File: config.mk
export PLATFORM = sky130hd
export DESIGN_NAME = ay_bus_seq
export DESIGN_NICKNAME = d
export VERILOG_FILES = /design/src/rtl/ay_pkg.sv /design/src/rtl/ay_seq_arb.sv /design/src/rtl/ay_bus_seq.sv
export SDC_FILE = /design/constraint.sdc
export NUM_CORES = 1
export LEC_CHECK = 0
export ABC_AREA = 1
export BUFFER_PORTS_ARGS = -buffer_cell sky130_fd_sc_hd__buf_2
export CAP_MARGIN = 5
export CORE_MARGIN = 5
export CORE_UTILIZATION = 50
export CTS_CLUSTER_SIZE = 28
export DETAILED_ROUTE_END_ITERATION = 6
export GPL_TIMING_DRIVEN = 0
export PLACE_DENSITY_LB_ADDON = 0.08
export SETUP_SLACK_MARGIN = 0.15
export SLEW_MARGIN = 40
export SYNTH_ARGS = -nofsm -noshare
export SYNTH_HDL_FRONTEND = slang
export SYNTH_SLANG_ARGS = --single-unit
File: constraint.sdc
create_clock -name clk -period 2.13 [get_ports clk]
set_clock_uncertainty 0.05 [all_clocks]
set_input_delay 0.1065 -clock clk [delete_from_list [all_inputs] [get_ports clk]]
set_output_delay 0.1065 -clock clk [all_outputs]
set_load 0.01 [all_outputs]
File: src/rtl/ay_pkg.sv
// Shared types and constants for the AY-3-8910 bus sequencer: FSM states, owners,
// {bdir,bc1} bus encodings and the power-up register image.
package ay_pkg;

  typedef enum logic [2:0] {
    ST_IDLE,
    ST_ADR,
    ST_GAP1,
    ST_WR,
    ST_RD,
    ST_GAP2
  } ay_state_e;

  typedef enum logic [1:0] {
    OWN_INIT,
    OWN_CPU,
    OWN_PLY
  } ay_owner_e;

  // {bdir, bc1}
  localparam logic [1:0] BUS_INACT = 2'b00;
  localparam logic [1:0] BUS_ADR   = 2'b11;
  localparam logic [1:0] BUS_WR    = 2'b10;
  localparam logic [1:0] BUS_RD    = 2'b01;

  localparam logic [3:0] AY_MIXER_REG  = 4'd7;
  localparam logic [7:0] AY_MIXER_INIT = 8'h3F;
  localparam int         AY_NUM_REGS   = 14;
  localparam logic [3:0] AY_LAST_REG   = 4'(AY_NUM_REGS - 1);

  localparam int CNT_W = 8;

  function automatic logic [7:0] ay_init_data(input logic [3:0] r);
    return (r == AY_MIXER_REG) ? AY_MIXER_INIT : 8'h00;
  endfunction

endpackage

File: src/rtl/ay_seq_arb.sv
// Two-requester round-robin grant with last-granted memory; combinational grant,
// no backpressure of its own (requesters hold req until acked).
module ay_seq_arb (
  input  logic clk,
  input  logic reset_n,
  input  logic en,
  input  logic c_req,
  input  logic p_req,
  output logic gnt_c,
  output logic gnt_p
);

  logic last_p;

  always_comb begin
    gnt_c = en & c_req & (~p_req | last_p);
    gnt_p = en & p_req & (~c_req | ~last_p);
  end

  always_ff @(posedge clk or negedge reset_n) begin
    if (!reset_n) begin
      last_p <= 1'b1;
    end else if (gnt_c) begin
      last_p <= 1'b0;
    end else if (gnt_p) begin
      last_p <= 1'b1;
    end
  end

endmodule

File: src/rtl/ay_bus_seq.sv
// AY bus sequencer: runs a 14-register init image, then serves CPU and player requests.
// Latency T_ADR+T_GAP+T_STB+T_GAP from first ADR cycle to ack; requesters hold req until ack.
module ay_bus_seq
  import ay_pkg::*;
#(
  parameter int T_ADR = 4,
  parameter int T_STB = 4,
  parameter int T_GAP = 2
) (
  input  logic       clk,
  input  logic       reset_n,
  input  logic       c_req,
  input  logic       c_we,
  input  logic [3:0] c_reg,
  input  logic [7:0] c_wdata,
  output logic       c_ack,
  output logic [7:0] c_rdata,
  input  logic       p_req,
  input  logic [3:0] p_reg,
  input  logic [7:0] p_wdata,
  output logic       p_ack,
  output logic [7:0] ay_da_o,
  output logic       ay_da_oe,
  input  logic [7:0] ay_da_i,
  output logic       bdir,
  output logic       bc1,
  output logic       init_done
);

  ay_state_e        state, state_d;
  logic [CNT_W-1:0] cnt, cnt_d;
  logic [3:0]       cur_reg;
  logic [7:0]       cur_data;
  logic             cur_we;
  ay_owner_e        cur_owner;
  logic [3:0]       init_idx;
  logic             gnt_c, gnt_p, arb_en;
  logic             ld_init, idx_inc, done_set;
  logic [3:0]       ld_reg;
  logic             last_cyc;

  assign last_cyc = (cnt == '0);
  assign arb_en   = (state == ST_IDLE) && init_done;

  ay_seq_arb u_arb (
    .clk     (clk),
    .reset_n (reset_n),
    .en      (arb_en),
    .c_req   (c_req),
    .p_req   (p_req),
    .gnt_c   (gnt_c),
    .gnt_p   (gnt_p)
  );

  always_ff @(posedge clk or negedge reset_n) begin
    if (!reset_n) begin
      state <= ST_IDLE;
      cnt   <= '0;
    end else begin
      state <= state_d;
      cnt   <= cnt_d;
    end
  end

  // Init writes run back to back: GAP2 of one flows straight into ADR of the next.
  always_comb begin
    state_d  = state;
    cnt_d    = last_cyc ? cnt : cnt - CNT_W'(1);
    ld_init  = 1'b0;
    ld_reg   = init_idx;
    idx_inc  = 1'b0;
    done_set = 1'b0;
    case (state)
      ST_IDLE: begin
        cnt_d = '0;
        if (!init_done) begin
          ld_init = 1'b1;
          state_d = ST_ADR;
          cnt_d   = CNT_W'(T_ADR - 1);
        end else if (gnt_c || gnt_p) begin
          state_d = ST_ADR;
          cnt_d   = CNT_W'(T_ADR - 1);
        end
      end
      ST_ADR: if (last_cyc) begin
        state_d = ST_GAP1;
        cnt_d   = CNT_W'(T_GAP - 1);
      end
      ST_GAP1: if (last_cyc) begin
        state_d = cur_we ? ST_WR : ST_RD;
        cnt_d   = CNT_W'(T_STB - 1);
      end
      ST_WR, ST_RD: if (last_cyc) begin
        state_d = ST_GAP2;
        cnt_d   = CNT_W'(T_GAP - 1);
      end
      ST_GAP2: if (last_cyc) begin
        if (cur_owner == OWN_INIT && init_idx != AY_LAST_REG) begin
          state_d = ST_ADR;
          cnt_d   = CNT_W'(T_ADR - 1);
          ld_init = 1'b1;
          idx_inc = 1'b1;
          ld_reg  = init_idx + 4'd1;
        end else begin
          state_d  = ST_IDLE;
          done_set = (cur_owner == OWN_INIT);
        end
      end
      default: state_d = ST_IDLE;
    endcase
  end

  always_ff @(posedge clk or negedge reset_n) begin
    if (!reset_n) begin
      cur_reg   <= '0;
      cur_data  <= '0;
      cur_we    <= 1'b0;
      cur_owner <= OWN_INIT;
      init_idx  <= '0;
      init_done <= 1'b0;
      c_rdata   <= '0;
    end else begin
      if (ld_init) begin
        cur_reg   <= ld_reg;
        cur_data  <= ay_init_data(ld_reg);
        cur_we    <= 1'b1;
        cur_owner <= OWN_INIT;
      end else if (gnt_c) begin
        cur_reg   <= c_reg;
        cur_data  <= c_wdata;
        cur_we    <= c_we;
        cur_owner <= OWN_CPU;
      end else if (gnt_p) begin
        cur_reg   <= p_reg;
        cur_data  <= p_wdata;
        cur_we    <= 1'b1;
        cur_owner <= OWN_PLY;
      end
      if (idx_inc) init_idx <= init_idx + 4'd1;
      if (done_set) init_done <= 1'b1;
      if (state == ST_RD && last_cyc && cur_owner == OWN_CPU) c_rdata <= ay_da_i;
    end
  end

  // Bus pins decode straight from state so reset idles the bus without waiting for a clock.
  always_comb begin
    {bdir, bc1} = BUS_INACT;
    ay_da_oe    = 1'b0;
    ay_da_o     = 8'h00;
    case (state)
      ST_ADR: begin
        {bdir, bc1} = BUS_ADR;
        ay_da_oe    = 1'b1;
        ay_da_o     = {4'h0, cur_reg};
      end
      ST_GAP1: begin
        ay_da_oe = 1'b1;
        ay_da_o  = {4'h0, cur_reg};
      end
      ST_WR: begin
        {bdir, bc1} = BUS_WR;
        ay_da_oe    = 1'b1;
        ay_da_o     = cur_data;
      end
      ST_RD: {bdir, bc1} = BUS_RD;
      default: ;
    endcase
  end

  assign c_ack = (state == ST_GAP2) && last_cyc && (cur_owner == OWN_CPU);
  assign p_ack = (state == ST_GAP2) && last_cyc && (cur_owner == OWN_PLY);

endmodule
Word-level counts from Yosys, hierarchy flattened:

Cells that the tools add are included.

* register bits after elaboration: 40
* input bits: 37
* output and inout bits: 22

* add/subtract/negate cells: 2
* equality and inequality tests: 14
* muxes and demuxes: 46
* bitwise operators: 9
* reduce and logical (&&, ||, !) cells: 20

Operator list (number)
* 2-to-1 mux 8 bit: 8
* case mux 8 bit (4 select lines): 1
* 2-to-1 mux 4 bit: 6
* 2-to-1 mux 3 bit: 7
* case mux 8 bit (2 select lines): 1
* 2-to-1 mux 1 bit: 15
* case mux 3 bit (5 select lines): 1
* 2-to-1 mux 2 bit: 5
* logical NOT 8 bit: 1
* inequality test 2 bit, second input constant: 4
* OR reduction 2 bit: 4
* subtractor 8 x 1 -> 8 bit, second input constant: 1
* logical AND 1 bit: 7
* == test 3 x 2 -> 1 bit, second input constant: 2
* == test 3 bit, second input constant: 2
* 2-to-1 mux 6 bit: 1
* OR reduction 3 bit: 2
* AND reduction 5 bit: 1
* adder 4 x 1 -> 4 bit, second input constant: 1
* bitwise AND 1 bit: 4
* == test 4 x 3 -> 1 bit, second input constant: 1
* inequality test 4 bit, second input constant: 1
* == test 3 x 1 -> 1 bit, second input constant: 1
* logical NOT 3 bit: 1
* 10 further kinds: 13

Depth between registers and ports, before layout:

Gate-level depths: netlist (run 1).

* word-level depth: 8
* depth in mapped cells: 13

Hierarchy:

Synthesis (run 1) repeated with hierarchy kept, for this count alone.

* cells, all modules: 288
* area total of the unflattened synthesis: 2279.7 um2

By module, submodules not included
* ay_bus_seq: times used 1, cells each 277, area each 2214.6 um2
* ay_seq_arb: times used 1, cells each 11, area each 65.1 um2

Least setup slack after synthesis (run 1):

No wires, ideal clock.

* path kind: reg2reg
* start point: reg cnt[0]
* end point: reg cur_data[1]
* library setup time: 0.117 ns
* arrival: 1.506 ns
* data required time: 1.963 ns
* setup slack: 0.457 ns
* cell stages (with the launch flop): 13
* buffers on the path: 1
* cells stage by stage: dfrtp_1 -> inv_1 -> ha_1 -> nand2_2 -> nor2_8 -> nand2_4 -> nand2_4 -> nor2_2 -> buf_6 -> nand2_2 -> nand3_1 -> nor2_1 -> nor2_1

* word-level cells in the longest chain between the ends: 6
* elaborated cells between the ends (all ways): 9
* those cells by class: eq/ne: 1; mux: 6; reduce/logical: 2

Ends and longest elaborated chain
* from (decl): RTL line ay_bus_seq.sv:31 `logic [CNT_W-1:0] cnt, cnt_d;`
* from (signal assigned): RTL line ay_bus_seq.sv:61 `cnt <= cnt_d;`
* logical NOT 8 bit (*): RTL line ay_bus_seq.sv:42 `assign last_cyc = (cnt == '0);`
* 2-to-1 mux 4 bit: RTL line ay_bus_seq.sv:97 `ST_GAP2: if (last_cyc) begin`
* 2-to-1 mux 4 bit: RTL line ay_bus_seq.sv:73 `case (state)`
* == test 4 x 3 -> 1 bit: RTL line ay_pkg.sv:34 `return (r == AY_MIXER_REG) ? AY_MIXER_INIT : 8'h00;`
* 2-to-1 mux 6 bit: RTL line ay_pkg.sv:34
* 2-to-1 mux 8 bit: RTL line ay_bus_seq.sv:123 `if (ld_init) begin`
* to (signal assigned): RTL line ay_bus_seq.sv:125 `cur_data <= ay_init_data(ld_reg);`
* to (signal assigned): RTL line ay_bus_seq.sv:130 `cur_data <= c_wdata;`
* to (signal assigned): RTL line ay_bus_seq.sv:135 `cur_data <= p_wdata;`
* to (decl): RTL line ay_bus_seq.sv:33 `logic [7:0] cur_data;`

Mark *: on every way between the ends. The rest lies on a longest branch, timed or not.
A chain may end at the register's enable or synchronous reset.

Worst setup path after layout (run 1):

* start point: reg cnt[0]
* end point: out p_ack

* word-level cells in the longest chain between the ends: 3

Ends and longest elaborated chain
* logical NOT 8 bit: RTL line ay_bus_seq.sv:42
* logical AND 1 bit (2 in series): RTL line ay_bus_seq.sv:171 `assign p_ack = (state == ST_GAP2) && last_cyc && (cur_owner == OWN_PLY);`
* to (decl): RTL line ay_bus_seq.sv:21 `output logic p_ack,`

Every way passes these cells.

==> impl_metrics.prom, run 1 <==
# TYPE chip_impl_metric gauge
chip_impl_metric{name="timing.final.hold_violations",unit=""} 0
chip_impl_metric{name="final.period_utilization",unit=""} 0.870
chip_impl_metric{name="cell_internal_pwr",unit="mW"} 1.23
chip_impl_metric{name="syn-instance-count",unit=""} 272
chip_impl_metric{name="vias_per_cell",unit=""} 5.09
chip_impl_metric{name="met2_length",unit="mm"} 2.56
chip_impl_metric{name="clock_network_fraction_of_design_power",unit=""} 0.440
chip_impl_metric{name="met1Wirelength",unit="mm"} 2.48
chip_impl_metric{name="p_comb_frac",unit=""} 0.058
chip_impl_metric{name="place_ws",unit="ns"} 0.223
chip_impl_metric{name="critPathMaxFanout",unit=""} 7
chip_impl_metric{name="grt_first_pass_wirelength",unit="mm"} 8.87
chip_impl_metric{name="insertion_delay",unit="ns"} 0.29
chip_impl_metric{name="clk_pin_slew_worst_paths",unit="ns"} 0.08
chip_impl_metric{name="htree_num_levels",unit=""} 2
chip_impl_metric{name="timing.hold.ws",unit="ns"} 0.0118
chip_impl_metric{name="total_design_power",unit="mW"} 1.53
chip_impl_metric{name="via_count",unit=""} 2061
chip_impl_metric{name="antenna_violating_nets_post_route",unit=""} 0
chip_impl_info{name="rsz0062_at_grt",value="yes"} 1
chip_impl_metric{name="tritoncts_num_sinks",unit=""} 40
chip_impl_metric{name="maximum_number_of_buffers_from_clock_root_to_sink",unit=""} 2
chip_impl_metric{name="cts-buffers-inserted",unit=""} 5
chip_impl_info{name="critPathLaunch",value="cnt[0]$_DFF_PN0_"} 1
chip_impl_info{name="capturing_element_type_of_the_critical_path",value="primary output"} 1
chip_impl_metric{name="drt_first_pass_iters",unit=""} 4
chip_impl_metric{name="fp.coreArea",unit="mm^2"} 0.00444
chip_impl_metric{name="worstHoldPathCells",unit=""} 3
chip_impl_metric{name="route.detailed.wl_per_inst",unit="um"} 13.4
chip_impl_metric{name="cellPowerDensity",unit="mW/mm^2"} 515
chip_impl_metric{name="dieArea",unit="mm^2"} 0.00612
chip_impl_metric{name="die_width",unit="um"} 78.2
chip_impl_info{name="max_layer_used",value="met4"} 1
chip_impl_info{name="cp-start-kind",value="flip-flop"} 1
chip_impl_info{name="timing.rr.start",value="init_idx[0]$_DFFE_PN0P_"} 1
chip_impl_info{name="top_regs",value="c_rdata x8, cnt x8, cur_data x8"} 1
chip_impl_metric{name="synth_cell_types",unit=""} 36
chip_impl_metric{name="wl",unit="mm"} 5.43
chip_impl_metric{name="ys_ff_latch",unit=""} 40
chip_impl_metric{name="crit_arrival",unit="ns"} 1.70
chip_impl_metric{name="drt_iter0_markers",unit=""} 118
chip_impl_metric{name="fin_util",unit=""} 0.670
chip_impl_metric{name="layout_setup_ws",unit="ns"} 0.276
chip_impl_info{name="status",value="completed"} 1
chip_impl_metric{name="drive_gt1_frac",unit=""} 0.363
chip_impl_metric{name="floorplan.rows",unit=""} 24
chip_impl_info{name="most_frequent_cells_in_the_layout",value="sky130_fd_sc_hd__buf_2, sky130_fd_sc_hd__nor2_1, sky130_fd_sc_hd__nand2_1"} 1
chip_impl_info{name="hold_class",value="input port to flip-flop"} 1
chip_impl_metric{name="setup_tns",unit="ns"} 0
chip_impl_info{name="ys_top_cells_by_area",value="sky130_fd_sc_hd__dfrtp_1, sky130_fd_sc_hd__nor2_1, sky130_fd_sc_hd__nand2_1"} 1
chip_impl_metric{name="drcViolationCount",unit=""} 0
chip_impl_metric{name="initial_utilization",unit=""} 0.523
chip_impl_metric{name="max_clock_freq",unit="MHz"} 539
chip_impl_metric{name="yosysTopAreaCellShare",unit=""} 0.420
chip_impl_metric{name="max_cap_viol",unit=""} 0
chip_impl_metric{name="die-height",unit="um"} 78.2
chip_impl_metric{name="ios",unit=""} 59
chip_impl_info{name="root_buffer",value="sky130_fd_sc_hd__clkbuf_8"} 1
chip_impl_metric{name="stdcell_count",unit=""} 405
chip_impl_metric{name="ys_async_sr_fraction",unit=""} 1.00
chip_impl_metric{name="synthesis.area",unit="mm^2"} 0.00233
chip_impl_metric{name="initial_antenna_violation_count",unit=""} 0
chip_impl_info{name="yosys.area.top_type",value="sky130_fd_sc_hd__dfrtp_1"} 1
chip_impl_metric{name="dp_cells",unit=""} 382
chip_impl_metric{name="placement.cell_area",unit="mm^2"} 0.00268
chip_impl_metric{name="max-slew-margin-rel",unit=""} 0.658
chip_impl_info{name="holdCritStartpoint",value="c_we"} 1
chip_impl_info{name="final_common_cell",value="sky130_fd_sc_hd__buf_2"} 1
chip_impl_metric{name="grt_ovf",unit=""} 0
chip_impl_metric{name="pleak",unit="nW"} 1.46
chip_impl_metric{name="maximum_number_of_pins_on_one_net_before_global_route_repair",unit=""} 41
chip_impl_metric{name="io_buffers",unit=""} 58
chip_impl_metric{name="number_of_flops_mapped_to_enable_cells_by_yosys",unit=""} 0
chip_impl_info{name="tritoncts_clock_tree",value="yes"} 1
chip_impl_metric{name="ir_worst_vdd",unit="uV"} 336
chip_impl_metric{name="final_cell_area",unit="mm^2"} 0.00298
chip_impl_metric{name="grt_use_total",unit=""} 0.181
chip_impl_metric{name="insertedDiodeCount",unit=""} 0
chip_impl_metric{name="gp_congestion",unit=""} 0.840
chip_impl_metric{name="first_global_vias",unit=""} 1920
chip_impl_metric{name="switching_share",unit=""} 0.198
chip_impl_metric{name="period_minus_slack",unit="ns"} 1.85
chip_impl_metric{name="dp.final_hpwl",unit="mm"} 3.99
chip_impl_metric{name="crit_required",unit="ns"} 1.97
chip_impl_metric{name="layout.nets",unit=""} 393
chip_impl_info{name="criticalPathCategory",value="flip-flop to primary output"} 1
chip_impl_metric{name="finalMaxSlewViolations",unit=""} 0
chip_impl_info{name="synth-main-ff-cell",value="sky130_fd_sc_hd__dfrtp_1"} 1
chip_impl_metric{name="setup_viol",unit=""} 0
chip_impl_metric{name="post_synth.cell_area_avg",unit="um^2"} 8.55
chip_impl_metric{name="n_fill_cell",unit=""} 378
chip_impl_metric{name="synth_nets",unit=""} 313
chip_impl_metric{name="synth_seq_area_share",unit=""} 0.431
chip_impl_metric{name="synthesis.yosys.warnings",unit=""} 0
chip_impl_metric{name="reg2reg_depth",unit=""} 12
chip_impl_metric{name="wl_met3",unit="um"} 290
chip_impl_metric{name="seq_power_share",unit=""} 0.502
chip_impl_metric{name="max_slew.worst_pin.slew",unit="ns"} 0.512
chip_impl_metric{name="power.net_switching",unit="mW"} 0.303
chip_impl_metric{name="area.growth.synth_to_final",unit="%"} 28.0
## synth_stat cells (2+ instances only)
master and instances:
sky130_fd_sc_hd__a21oi_1 11, sky130_fd_sc_hd__a22oi_1 2, sky130_fd_sc_hd__a32o_1 4, sky130_fd_sc_hd__buf_2 2, sky130_fd_sc_hd__buf_4 2, sky130_fd_sc_hd__buf_6 2, sky130_fd_sc_hd__dfrtp_1 39, sky130_fd_sc_hd__ha_1 4
sky130_fd_sc_hd__inv_1 23, sky130_fd_sc_hd__inv_2 4, sky130_fd_sc_hd__mux2_2 8, sky130_fd_sc_hd__nand2_1 43, sky130_fd_sc_hd__nand2_2 13, sky130_fd_sc_hd__nand2_4 3, sky130_fd_sc_hd__nand3_1 18, sky130_fd_sc_hd__nand3_2 2
sky130_fd_sc_hd__nand3_4 2, sky130_fd_sc_hd__nand4_1 3, sky130_fd_sc_hd__nor2_1 47, sky130_fd_sc_hd__nor2_2 4, sky130_fd_sc_hd__nor2_4 4, sky130_fd_sc_hd__nor2_8 2, sky130_fd_sc_hd__nor3_1 2, sky130_fd_sc_hd__o211ai_1 3
sky130_fd_sc_hd__o21ai_0 10, sky130_fd_sc_hd__xnor2_1 2, sky130_fd_sc_hd__xor2_1 4
## timing repair
| action | in CTS | in global routing |
|---|---|---|
| buffers inserted | 2 | 2 |
| resized for setup | 1 | 9 |
| cloned | 0 | 0 |
| endpoints found under the setup margin | 2 | 15 |
| pin swaps | 1 | 0 |
| hold buffers | 11 | 0 |
| endpoints found under the hold margin | 49 | 0 |
## power by group through the flow
| stage | logic, mW | registers (mW) | clock network [mW] |
|---|---|---|---|
| final | 0.0897 | 0.769 | 0.675 |
| after global routing | 0.0995 | 0.770 | 0.721 |
| after CTS | 0.0907 | 0.769 | 0.691 |
| after detailed placement | 0.0752 | 0.785 | 0 |
| after global placement | 0.0737 | 0.784 | 0 |
| after floorplan | 0.0124 | 0.789 | 0 |
## logic make-up after synthesis
family | share of synthesized area
buffers and inverters | 0.0667
and+or+nand+nor | 0.323
AOI/OAI and AO/OA | 0.0968
xor gates and xnor gates | 0.0226
adders and majority gates | 0.0215
DFF | 0.431
muxes | 0.0387
## critical path: stages (launching register included)
cell	delay (ns)
sky130_fd_sc_hd__dfrtp_1	0.41
sky130_fd_sc_hd__inv_2	0.10
sky130_fd_sc_hd__ha_4	0.16
sky130_fd_sc_hd__nand2_2	0.10
sky130_fd_sc_hd__nor2_8	0.12
sky130_fd_sc_hd__inv_2	0.09
sky130_fd_sc_hd__nor2_1	0.12
sky130_fd_sc_hd__inv_2	0.07
sky130_fd_sc_hd__nor3_2	0.09
sky130_fd_sc_hd__buf_2	0.14
## routing by layer
layer	GRT usage	vias to the layer above
met1	0.237	956
met2	0.298	49
li1	-	1047
met5	0	-
met3	0.0423	9
met4	0.0577	0
## area by class of cell
class / instances / area [um^2] / area share
Tap cell: 52 / 65.1 / 0.0218
Clock inverter: 1 / 30.0 / 0.0101
Inverter: 28 / 108 / 0.0361
Sequential cell: 40 / 1000 / 0.337
Timing Repair Buffer: 73 / 437 / 0.147
Multi-Input combinational cell: 198 / 1190 / 0.399
Clock buffer: 7 / 96.3 / 0.0324
Buffer: 6 / 50.0 / 0.0168
## final timing paths
check | to | slack (ns)
min in group asynchronous | cnt[4]$_DFF_PN0_ | 0.28
max reg2reg | cur_data[2]$_DFFE_PN0P_ | 0.30
min | cur_we$_DFFE_PN0P_ | 0.01
max in group asynchronous | init_idx[0]$_DFFE_PN0P_ | 1.38
min reg2reg | cur_reg[3]$_DFFE_PN0P_ | 0.44
max | p_ack | 0.28
Power figures use the tool's default switching activity.
==> run 2, diff against run 1 <==
- BUFFER_PORTS_ARGS: -buffer_cell sky130_fd_sc_hd__buf_2 -> unset
- CTS_BUF_LIST: unset -> sky130_fd_sc_hd__clkbuf_8
- DONT_BUFFER_PORTS: unset -> 1
==> run 2 against run 1 <==
Sequential power is 0.8% higher. First-iteration DRC count is 43% lower. Register-to-register slack about the same. Core utilization decreased by 2.4 points. Via count down 7.6%. Clock-buffer cell count down 2. Sequential cell count is the same. Cell area fell by 3.5%. Largest cell class unchanged. Wire length is 0.85% lower. Power decreased by 4.2%. Sequential share of layout area is 1.2 points higher.
==> impl_metrics.prom, run 2 (synthesis results as in run 1) <==
# TYPE chip_impl_metric gauge
chip_impl_info{name="path_cells",value="inv_2 -> ha_4 -> nand2_2 -> nor2_8 -> inv_2 -> nor2_2 -> inv_2 -> nor3_4"} 1
chip_impl_metric{name="via_count",unit=""} 1905
chip_impl_info{name="most_frequent_cells_in_the_layout",value="sky130_fd_sc_hd__nor2_1, sky130_fd_sc_hd__nand2_1, sky130_fd_sc_hd__dfrtp_1"} 1
chip_impl_metric{name="ios",unit=""} 59
chip_impl_metric{name="period_minus_slack",unit="ns"} 1.84
chip_impl_metric{name="crit_arrival",unit="ns"} 1.68
chip_impl_metric{name="dp.final_hpwl",unit="mm"} 3.78
chip_impl_metric{name="area.sequential",unit="mm^2"} 0.00100
chip_impl_metric{name="timing.hold.ws",unit="ns"} 0.00293
chip_impl_metric{name="setup_tns",unit="ns"} 0
chip_impl_metric{name="area.growth.synth_to_final",unit="%"} 23.5
chip_impl_info{name="root_buffer",value="sky130_fd_sc_hd__clkbuf_8"} 1
chip_impl_metric{name="antenna_violating_nets_post_route",unit=""} 0
chip_impl_metric{name="die-height",unit="um"} 78.2
chip_impl_metric{name="route.detailed.wl_per_inst",unit="um"} 14.7
chip_impl_info{name="rsz0062_at_grt",value="no"} 1
chip_impl_metric{name="insertedDiodeCount",unit=""} 0
chip_impl_metric{name="maximum_number_of_pins_on_one_net_before_global_route_repair",unit=""} 41
chip_impl_metric{name="total_design_power",unit="mW"} 1.47
chip_impl_metric{name="vias_per_cell",unit=""} 5.20
chip_impl_metric{name="insertion_delay",unit="ns"} 0.30
chip_impl_metric{name="critPathMaxFanout",unit=""} 7
chip_impl_metric{name="switching_share",unit=""} 0.213
chip_impl_metric{name="die_width",unit="um"} 78.2
chip_impl_metric{name="io_buffers",unit=""} 0
chip_impl_metric{name="cts-buffers-inserted",unit=""} 5
chip_impl_metric{name="initial_utilization",unit=""} 0.523
chip_impl_info{name="top_regs",value="c_rdata x8, cnt x8, cur_data x8"} 1
chip_impl_metric{name="power.net_switching",unit="mW"} 0.313
chip_impl_metric{name="floorplan.rows",unit=""} 24
chip_impl_metric{name="p_comb_frac",unit=""} 0.048
chip_impl_metric{name="fp.coreArea",unit="mm^2"} 0.00444
chip_impl_metric{name="max-slew-margin-rel",unit=""} 0.780
chip_impl_metric{name="multi_input_area",unit="mm^2"} 0.00120
chip_impl_info{name="hold_class",value="input port to flip-flop"} 1
chip_impl_metric{name="seq_power_share",unit=""} 0.527
chip_impl_metric{name="crit_required",unit="ns"} 1.97
chip_impl_metric{name="timing.final.hold_violations",unit=""} 0
chip_impl_metric{name="pleak",unit="nW"} 1.30
chip_impl_metric{name="max_slew.worst_pin.slew",unit="ns"} 0.329
chip_impl_info{name="criticalPathCategory",value="flip-flop to primary output"} 1
chip_impl_metric{name="drt_first_pass_iters",unit=""} 4
chip_impl_metric{name="htree_num_levels",unit=""} 2
chip_impl_metric{name="grt_first_pass_wirelength",unit="mm"} 9.11
chip_impl_info{name="final_common_cell",value="sky130_fd_sc_hd__nor2_1"} 1
chip_impl_metric{name="drt_iter0_markers",unit=""} 67
chip_impl_info{name="critical-path-slowest-cell",value="sky130_fd_sc_hd__dfrtp_1"} 1
chip_impl_metric{name="maximum_number_of_buffers_from_clock_root_to_sink",unit=""} 2
chip_impl_metric{name="layout.nets",unit=""} 354
chip_impl_metric{name="initial_antenna_violation_count",unit=""} 0
chip_impl_metric{name="setup_viol",unit=""} 0
chip_impl_metric{name="clock_network_fraction_of_design_power",unit=""} 0.424
chip_impl_metric{name="ir_worst_vdd",unit="uV"} 256
chip_impl_metric{name="tritoncts_num_sinks",unit=""} 40
chip_impl_metric{name="cellPowerDensity",unit="mW/mm^2"} 511
chip_impl_metric{name="wl",unit="mm"} 5.38
chip_impl_info{name="status",value="completed"} 1
chip_impl_metric{name="clk_pin_slew_worst_paths",unit="ns"} 0.08
chip_impl_metric{name="cell_internal_pwr",unit="mW"} 1.16
chip_impl_metric{name="final.period_utilization",unit=""} 0.863
chip_impl_metric{name="drive_gt1_frac",unit=""} 0.245
chip_impl_metric{name="worst_stage_delay_on_the_critical_path",unit="ns"} 0.41
chip_impl_info{name="cp-start-kind",value="flip-flop"} 1
chip_impl_info{name="tritoncts_clock_tree",value="yes"} 1
chip_impl_metric{name="max_clock_freq",unit="MHz"} 544
chip_impl_metric{name="n_fill_cell",unit=""} 393
chip_impl_metric{name="first_global_vias",unit=""} 1993
chip_impl_metric{name="drcViolationCount",unit=""} 0
chip_impl_metric{name="grt_ovf",unit=""} 0
chip_impl_metric{name="max_cap_viol",unit=""} 0
chip_impl_metric{name="gp_congestion",unit=""} 0.847
chip_impl_info{name="capturing_element_type_of_the_critical_path",value="primary output"} 1
chip_impl_info{name="critical_path.most_common_cell",value="sky130_fd_sc_hd__inv_2"} 1
chip_impl_metric{name="grt_use_total",unit=""} 0.189
chip_impl_metric{name="dieArea",unit="mm^2"} 0.00612
chip_impl_metric{name="finalMaxSlewViolations",unit=""} 0
==> run 2: changes by cell type in the layout (fill, tap and decap cells not counted), sizes merged <==
cell and delta:
clkinvlp +1, clkbuf -1, clkinv +1, dlygate4sd3 +15, buf -55
==> run 2: routing by layer <==
layer / up-vias / GRT usage / part of all wire
met5: - / 0 / 0
met4: 0 / 0.0472 / 0.011
met3: 6 / 0.0652 / 0.063
met2: 55 / 0.328 / 0.49
met1: 873 / 0.226 / 0.43
li1: 971 / - / -
==> run 2: layout make-up <==
type,instances,share of cell area
Multi-Input combinational cell,198,0.419
Sequential cell,40,0.349
Timing Repair Buffer,34,0.116
Inverter,28,0.0375
Clock buffer,5,0.0240
Tap cell,52,0.0226
Buffer,6,0.0174
Clock inverter,3,0.0148
==> run 2: final timing paths <==
check,depth (start not counted),start,slack (ns),to
min in group asynchronous,2,reset_n,0.22,cnt[7]$_DFF_PN0_
hold reg to reg,2,cur_reg[3]$_DFFE_PN0P_,0.45,cur_reg[3]$_DFFE_PN0P_
hold / removal,4,p_wdata[3],0.003,cur_data[3]$_DFFE_PN0P_
max in group asynchronous,2,reset_n,1.56,u_arb.last_p$_DFFE_PN1P_
setup / recovery,8,cnt[0]$_DFF_PN0_,0.29,p_ack
setup reg to reg,13,init_idx[1]$_DFFE_PN0P_,0.29,cur_data[5]$_DFFE_PN0P_
==> run 2: what timing repair did <==
item,CTS,global route
hold endpoints to repair,61,0
hold buffers,27,0
resized for setup,3,9
gates cloned,0,0
setup buffers,4,3
setup endpoints to repair,2,11
pin swaps,1,4
==> run 2: stage by stage <==
stage / instance area (um^2) / utilization / setup WS (ns) / instances
finish: 2870 / 0.646 / 0.291 / 366
global route: 2870 / 0.646 / 0.162 / 366
CTS: 2830 / 0.636 / 0.174 / 363
detailed placement: 2390 / 0.538 / 0.220 / 324
global placement: 2390 / 0.538 / 0.239 / 324
floorplan: 2330 / - / 0.457 / 272
==> run 2: worst max-delay path: cells and delay by family (launching register included) <==
family | cells | cell delay, ns
flip-flops | 1 | 0.41
buffers and inverters | 3 | 0.26
adder cells (fa/ha/maj) | 1 | 0.15
AND/OR/NAND/NOR | 4 | 0.54
==> run 2: power by group through the flow <==
stage | combinational, mW | sequential [mW] | clock [mW]
3_5_place_dp | 0.0137 | 0.790 | 0
4_1_cts | 0.0709 | 0.775 | 0.630
3_3_place_gp | 0.0133 | 0.790 | 0
5_1_grt | 0.0788 | 0.776 | 0.674
2_1_floorplan | 0.0124 | 0.789 | 0
6_report | 0.0711 | 0.775 | 0.623
